[config.mk]
export PLATFORM = sky130hd
export DESIGN_NAME = fetch_stage
export DESIGN_NICKNAME = d
export VERILOG_FILES = /design/src/rtl/cpu_pkg.sv /design/src/rtl/ifid_buffer.sv /design/src/rtl/fetch_stage.sv
export SDC_FILE = /design/constraint.sdc
export NUM_CORES = 1
export LEC_CHECK = 0
export CAP_MARGIN = 20
export CELL_PAD_IN_SITES_DETAIL_PLACEMENT = 1
export CELL_PAD_IN_SITES_GLOBAL_PLACEMENT = 1
export CORE_MARGIN = 2
export CORE_UTILIZATION = 36
export DETAILED_ROUTE_END_ITERATION = 8
export GPL_TIMING_DRIVEN = 0
export PLACE_DENSITY_LB_ADDON = 0.1
export SYNTH_ARGS = -nofsm -noshare
export SYNTH_HDL_FRONTEND = slang
export SYNTH_HIERARCHICAL = 1
export SYNTH_SLANG_ARGS = --single-unit
[constraint.sdc]
create_clock -name clk -period 3.35 [get_ports clk]
set_input_delay 0.335 -clock clk [delete_from_list [all_inputs] [get_ports clk]]
set_output_delay 0.335 -clock clk [all_outputs]
set_load 0.005 [all_outputs]
[src/rtl/cpu_pkg.sv]
// cpu_pkg: shared widths, opcodes, field positions and fetch state type
package cpu_pkg;
  localparam int INSTR_W = 16;
  localparam int PC_W = 16;
  localparam logic [3:0] OPC_HALT = 4'hF;
  localparam logic [15:0] NOP_INSTR = 16'h0000;
  localparam int OPC_HI = 15;
  localparam int OPC_LO = 12;
  localparam int RR1_HI = 11;
  localparam int RR1_LO = 8;
  localparam int RR2_HI = 7;
  localparam int RR2_LO = 4;
  typedef enum logic {RUN, HALTED} fetch_state_t;
endpackage

[src/rtl/ifid_buffer.sv]
// ifid_buffer: IF/ID pipeline register with flush, hold and decode field slices
module ifid_buffer import cpu_pkg::*; #(
  parameter int INSTR_W = cpu_pkg::INSTR_W,
  parameter int PC_W = cpu_pkg::PC_W
) (
  input  logic               clk,
  input  logic               rst_n,
  input  logic               load,
  input  logic               hold,
  input  logic               flush,
  input  logic [INSTR_W-1:0] instr_in,
  input  logic [PC_W-1:0]    pc1_in,
  output logic [INSTR_W-1:0] instr,
  output logic [PC_W-1:0]    pc1,
  output logic               valid,
  output logic [3:0]         opcode,
  output logic [3:0]         rr1,
  output logic [3:0]         rr2
);
  always_ff @(posedge clk) begin
    if (!rst_n || flush) begin
      instr <= INSTR_W'(NOP_INSTR);
      pc1 <= '0;
      valid <= 1'b0;
    end else if (load && !hold) begin
      instr <= instr_in;
      pc1 <= pc1_in;
      valid <= 1'b1;
    end
  end
  assign opcode = instr[OPC_HI:OPC_LO];
  assign rr1 = instr[RR1_HI:RR1_LO];
  assign rr2 = instr[RR2_HI:RR2_LO];
endmodule

[src/rtl/fetch_stage.sv]
// fetch_stage: PC register, next-PC selection, halt FSM and fetch counter
module fetch_stage import cpu_pkg::*; #(
  parameter int INSTR_W = cpu_pkg::INSTR_W,
  parameter int PC_W = cpu_pkg::PC_W,
  parameter logic [PC_W-1:0] RESET_PC = '0
) (
  input  logic               clk,
  input  logic               rst_n,
  input  logic               pc_pc,
  input  logic               pc_halt,
  input  logic               bIFID_stall,
  input  logic               branch_taken,
  input  logic [PC_W-1:0]    branch_target,
  output logic [PC_W-1:0]    imem_addr,
  input  logic [INSTR_W-1:0] imem_rdata,
  output logic [INSTR_W-1:0] ifid_instr,
  output logic [PC_W-1:0]    ifid_pc1,
  output logic               ifid_valid,
  output logic [3:0]         ifid_opcode,
  output logic [3:0]         ifid_rr1,
  output logic [3:0]         ifid_rr2,
  output logic               halted,
  output logic [31:0]        fetch_count
);
  fetch_state_t state, state_next;
  logic [PC_W-1:0] pc, pc_inc, pc_next;
  logic run, do_branch, do_fetch, hold;
  always_ff @(posedge clk) begin
    if (!rst_n) state <= RUN;
    else state <= state_next;
  end
  always_comb state_next = (state == RUN && pc_halt) ? HALTED : state;
  always_comb halted = (state == HALTED);
  assign run = (state == RUN) && !pc_halt;
  assign do_branch = run && branch_taken;
  assign hold = !run || bIFID_stall || !pc_pc;
  assign do_fetch = !do_branch && !hold;
  assign pc_inc = pc + PC_W'(1);
  always_comb pc_next = do_branch ? branch_target : do_fetch ? pc_inc : pc;
  always_ff @(posedge clk) begin
    if (!rst_n) pc <= RESET_PC;
    else pc <= pc_next;
  end
  always_ff @(posedge clk) begin
    if (!rst_n) fetch_count <= '0;
    else if (do_fetch && fetch_count != '1) fetch_count <= fetch_count + 32'd1;
  end
  assign imem_addr = pc;
  ifid_buffer #(.INSTR_W(INSTR_W), .PC_W(PC_W)) u_ifid (
    .clk(clk),
    .rst_n(rst_n),
    .load(run),
    .hold(hold),
    .flush(do_branch),
    .instr_in(imem_rdata),
    .pc1_in(pc_inc),
    .instr(ifid_instr),
    .pc1(ifid_pc1),
    .valid(ifid_valid),
    .opcode(ifid_opcode),
    .rr1(ifid_rr1),
    .rr2(ifid_rr2)
  );
endmodule
==> results.ini <==
[synth]
async_flop_share_pct = 0
synth-seq-cells = 82
syn_inst = 486
netlist_area_sq_um = 3970
ys_top_cells_by_area = dfxtp_1, nand2_1, a21oi_1
synth_top_area_share_pct = 41.3
yosysUniqueCellTypes = 53
synth.avg_cell_area_sq_um = 8.17
synth_nets = 527
yosysMostFrequentCell = nand2_1
synth.top_cells.by_count = nand2_1, dfxtp_1, a21oi_1
synth_flop_cell = dfxtp_1
synth-seq-area-share_pct = 41.3
post-synth-top-area-cell = dfxtp_1
yosysWarnings = 6
synth_edf_count = 0

[cells_and_area]
fin_cells = 773
post_route_cells_drive_above_1_share_pct = 8.85
final_nets = 669
seq_area_sq_um = 1640
post-route-util_pct = 52.3
fill_cells = 1327
synthToLayoutAreaGrowth_pct = 42.2
multi_input_comb_area_sq_um = 2050
n_antenna_cell = 0

[clocking]
clock_latency_ns = 0.36
cts_buffer_depth = 2
hold_buffers = 0
postCtsResizedCells = 0
cts_num_sinks = 82
root_buffer = clkbuf_8
post_cts_buffers = 0
cts.clk_slew.worst_paths_ns = 0.09
htreeDepth = 3
cts_tree = yes
cts_inserted_buffers = 9

[place]
hpwlAfterDp_mm = 9.54
place_inst = 757
gp_congestion = 0.837
io_buffer_count = 131

[timing]
maxSlewHeadroom_pct = 55.1
max_clock_freq_mhz = 362
finalHoldViolCount = 0
fin_crit_sh_pct = 82.6
whs_ns = 0.460
worst_slew_pin_slew_ns = 0.667
slew_violations = 0
finalSetupViolations = 0
setup_tns_ns = 0
rsz0062_at_grt = no
skew_ns = 0.0108
period_minus_slack_ns = 2.77

[global_routing]
antenna_found_initial = 0
grt_pass1_wl_mm = 20.6
overflow = 0
grt_max_degree = 14
track_usage_pct = 22.1
grt_pass1_vias = 4066

[worst_setup_path]
crit_end = u_ifid/pc1[5]
r2r_cells = 7
r2r_end = u_ifid/pc1[5]
required_ns = 3.58
cp_max_fo = 10
cp-startpoint = branch_taken
critPathLaunchType = primary input
rrSetupSlack_ns = 0.86
worstReg2RegStart = halted
worstSetupPathType = in -> reg
arrival_ns = 2.99
critPathCaptureType = register

[floorplanning]
die_h_um = 109
pin_count = 132
rows = 38
die_w_um = 109
core-area_sq_um = 10800
die-area_sq_um = 11900
start_util_pct = 36.8

[detailed_routing]
routed-wl-met3_um = 505
wl_mm = 12.7
wl_met2_mm = 6.40
remaining_drc_errors = 0
met1_length_mm = 5.58
top_layer = met4
dr.pass1.iters = 5
drtIter0Drc = 131
route.vias.total = 4070
ant_nets = 0
drt-vias-per-instance = 5.27
post_drt_wl_per_cell_um = 16.4

[power_and_ir_drop]
leakage_nw = 1.86
p_total_mw = 1.91
cellPowerDensity_nw_per_um2 = 338
irDropWorstVdd_v = 0.000185

[run_status]
status = finished clean

[hold_path]
hp-class = reg -> reg

[run]
max-cap-violations = 0

-- cells by family (layout without fill, tap and decap cells) --
kind of cell / count (synthesis) / in the layout / share of synthesized area (%)
AO/OA/AOI/OAI: 120 / 120 / 18.0
XOR/XNOR: 17 / 17 / 3.75
adder cells (fa/ha/maj): 3 / 3 / 0.945
buffers and inverters: 44 / 191 / 7.03
flip-flops: 82 / 82 / 41.3
multiplexers: 3 / 3 / 0.756
AND/OR/NAND/NOR: 217 / 217 / 28.2
-- registers in the layout, summed over array words and instances, names as in the netlist --
signal,cells
u_ifid/instr,16
fetch_count,32
u_ifid/valid,1
halted,1
u_ifid/pc1,16
imem_addr,16
-- per-stage QoR --
stage / instance area (sq um) / worst slack, ns
after detailed placement: 5460 / 0.203
final: 5650 / 0.584
after global placement: 5460 / 0.283
after global routing: 5650 / 0.443
after CTS: 5650 / 0.589
after floorplan: 3970 / 1.40
-- metal layers --
layer / vias to the layer above / GRT usage [%]
li1: 2003 / -
met1: 1961 / 27.6
met5: - / 0
met3: 18 / 4.18
met4: 0 / 7.42
met2: 88 / 37.9
-- cell usage in the layout, fill, tap and decap left out, drive strengths merged, types with 2 or more instances in the layout --
master / instances
nor3b: 3
nor4: 7
buf: 19
clkinvlp: 3
dfxtp: 82
and3: 5
nor3: 6
ha: 3
a222oi: 2
xnor2: 6
inv: 10
xor2: 11
a21oi: 64
nor2: 27
and2: 2
mux2i: 3
or4: 5
nand2: 89
a31oi: 4
clkbuf: 27
a221o: 4
or3: 23
nor2b: 2
and4: 4
a32oi: 2
a22oi: 4
nand4: 10
o31ai: 6
o21ai: 27
nand3: 25
clkdlybuf4s50: 131
nand2b: 4
-- critical path, stage by stage --
cell	delay, ns
clkdlybuf4s50_1	0.67
or3b_2	0.56
inv_1	0.16
clkbuf_1	0.40
nand2b_1	0.17
clkbuf_2	0.22
clkbuf_1	0.39
a21oi_1	0.08
-- power breakdown --
group          internal (mW)  total [mW]  switching (mW)  leakage [nW]
Sequential             0.987        1.01          0.0199         0.662
Clock                  0.346       0.730           0.384        0.0828
Combinational         0.0918       0.170          0.0784          1.11
Total                   1.42        1.91           0.482          1.86
-- final cells by class --
class                           count  area share (%)
Clock buffer                       12            2.39
Inverter                           10           0.665
Multi-Input combinational cell    360            36.3
Tap cell                          140            3.10
Sequential cell                    82            29.1
Timing Repair Buffer              131            23.2
Buffer                             34            4.28
Clock inverter                      4           0.931
-- worst min-delay path by stage --
stage	startpoint	end	slack, ns	depth (start not counted)
4_1_cts	u_ifid/pc1[7]	u_ifid/pc1[7]	0.46	2
3_3_place_gp	u_ifid/instr[0]	u_ifid/instr[0]	0.44	2
2_1_floorplan	u_ifid/pc1[15]	u_ifid/pc1[15]	0.45	2
3_5_place_dp	u_ifid/pc1[7]	u_ifid/pc1[7]	0.45	2
6_report	u_ifid/pc1[15]	u_ifid/pc1[15]	0.46	2
5_1_grt	u_ifid/pc1[7]	u_ifid/pc1[7]	0.48	2
(Power assumes the default switching activity.)
==> RTL change, RTL diff (same settings) <==
Add an input register stage for `branch_target`, without a reset; this delays it by one clock. The other inputs are not delayed to match.
--- a/src/rtl/fetch_stage.sv
+++ b/src/rtl/fetch_stage.sv
@@ -22,6 +22,13 @@
   output logic               halted,
   output logic [31:0]        fetch_count
 );
+
+  logic [PC_W-1:0] branch_target_q;
+
+  always_ff @(posedge clk) begin
+    branch_target_q <= branch_target;
+  end
+
   fetch_state_t state, state_next;
   logic [PC_W-1:0] pc, pc_inc, pc_next;
   logic run, do_branch, do_fetch, hold;
@@ -36,7 +43,7 @@
   assign hold = !run || bIFID_stall || !pc_pc;
   assign do_fetch = !do_branch && !hold;
   assign pc_inc = pc + PC_W'(1);
-  always_comb pc_next = do_branch ? branch_target : do_fetch ? pc_inc : pc;
+  always_comb pc_next = do_branch ? branch_target_q : do_fetch ? pc_inc : pc;
   always_ff @(posedge clk) begin
     if (!rst_n) pc <= RESET_PC;
     else pc <= pc_next;
Check against the original RTL: not equivalent (Yosys sat finds a counterexample within 4 cycles, from zero or initial values and one cycle with rst_n low).
==> RTL change against the original RTL <==
- fmax is 7.1% lower
- register-to-register slack worse by 0.15 ns
- count of clock-buffer cells in the layout is 3 lower
- via count is 3.8% higher
- sequential cell count increased by 16
- worst setup slack worse by 0.21 ns
- final area is 9.1% higher
- wire length up 6.6%
- area after synthesis up 9.5%
- synthesized cell count rose by 3.3%
- total power rose by 31%
- non-clock buffer count up 6
- critical endpoint is now u_ifid/pc1[2]$_SDFFE_PP0P_
==> RTL change: results (changes against the original RTL) <==
synth_mux_area_share_pct: 0.921  # +0.16 points
use_met3_pct: 5.63  # +1.4 points
wl_met2_um: 7040  # +10%
met1_length_um: 5700  # +2.2%
via_per_inst: 5.31  # +0.79%
post_synth.cell_area_avg_um2: 8.66  # +6.0%
leakage_nw: 2.05  # +11%
ys_types: 55  # +3.8%
clock_skew_ns: 0.00550  # -0.00530 ns
status: "completed"
synth-xor-area-share_pct: 3.43  # -0.32 points
clk_pin_slew_ns: 0.07  # -0.02 ns
grt_pass1_wl_um: 21800  # +5.8%
p_comb_mw: 0.174  # +2%
synth_nets: 543  # +3.0%
placed_cells: 780  # +3.0%
wl_um: 13500  # +6.6%
dpl.hpwl_um: 10000  # +5.3%
grt_max_degree: 17  # +3
powerDensity_nw_per_um2: 406  # +20%
p_seq_mw: 1.21  # +20%
dr_wl_met3_um: 664  # +31%
synth_compound_area_share_pct: 16.3  # -1.7 points
dp_slack_ns: 0.00923  # -0.194 ns
grt_pass1_vias: 4311  # +6.0%
synthTopCellsByArea: "dfxtp_1 (45%), nand2_1 (7.8%), a21oi_1 (6.2%)"
synthTopCellsByCount: "dfxtp_1 (98), nand2_1 (90), a21oi_1 (54), nand3_1 (22), nor2_1 (21)"
use_met1_pct: 24.7  # -2.9 points
cts_root_buf: "clkbuf_16"
wire_per_inst_um: 17.0  # +3.5%
worstPathArrival_ns: 3.20  # +0.21 ns
gp_congestion: 0.825  # -1.4%
hold_class: "in2reg"
nets: 685  # +2.4%
dpl_cell_area_um2: 5840  # +7.0%
n_fill_cell: 1442  # +8.7%
use_met2_pct: 39.3  # +1.4 points
regArea_um2: 1960  # +20%
dr.pass1.iters: 4  # -1
power_switching_share_pct: 22.6  # -2.6 points
synth_fa_ha_area_share_pct: 0.864  # -0.082 points
yosysSeqAreaShare_pct: 45.1  # +3.8 points
ir_worst_vdd_uv: 217  # +18%
grt_usage_pct: 21.3  # -0.74 points
startpoint_type: "input port"
tightest_slew_ns: 0.942  # +0.275 ns
drive_gt1_share_pct: 9.55  # +0.71 points
first_iter_violations: 190  # +45%
## RTL change: cell count changes after synthesis, sizes merged, moves of 5 or more
| cell | unedited run | this run |
|---|---|---|
| dfxtp | 82 | 98 |
| nand4 | 10 | 15 |
| nor2 | 27 | 22 |
| o21ai | 27 | 22 |
| or3 | 23 | 18 |
## RTL change: area by class of cell
class / count / area share [%]
multi-input cells: 356 / 33.8
flip-flops and latches: 98 / 31.8
repair buffers: 131 / 21.3
plain buffers: 40 / 4.47
clock buffers: 9 / 3.66
well taps: 147 / 2.99
clock inverters: 7 / 1.52
inverters: 8 / 0.487
## RTL change: final timing paths
path	depth (start not counted)	slack, ns	to	from
worst max-delay path	8	0.37	u_ifid/pc1[2]$_SDFFE_PP0P_	branch_taken
worst min-delay path	1	0.43	branch_target_q[2]$_DFF_P_	branch_target[2]
worst max register to register	7	0.71	u_ifid/pc1[2]$_SDFFE_PP0P_	halted$_SDFFE_PN0P_
worst min register to register	2	0.44	imem_addr[11]$_SDFFE_PN0P_	branch_target_q[11]$_DFF_P_
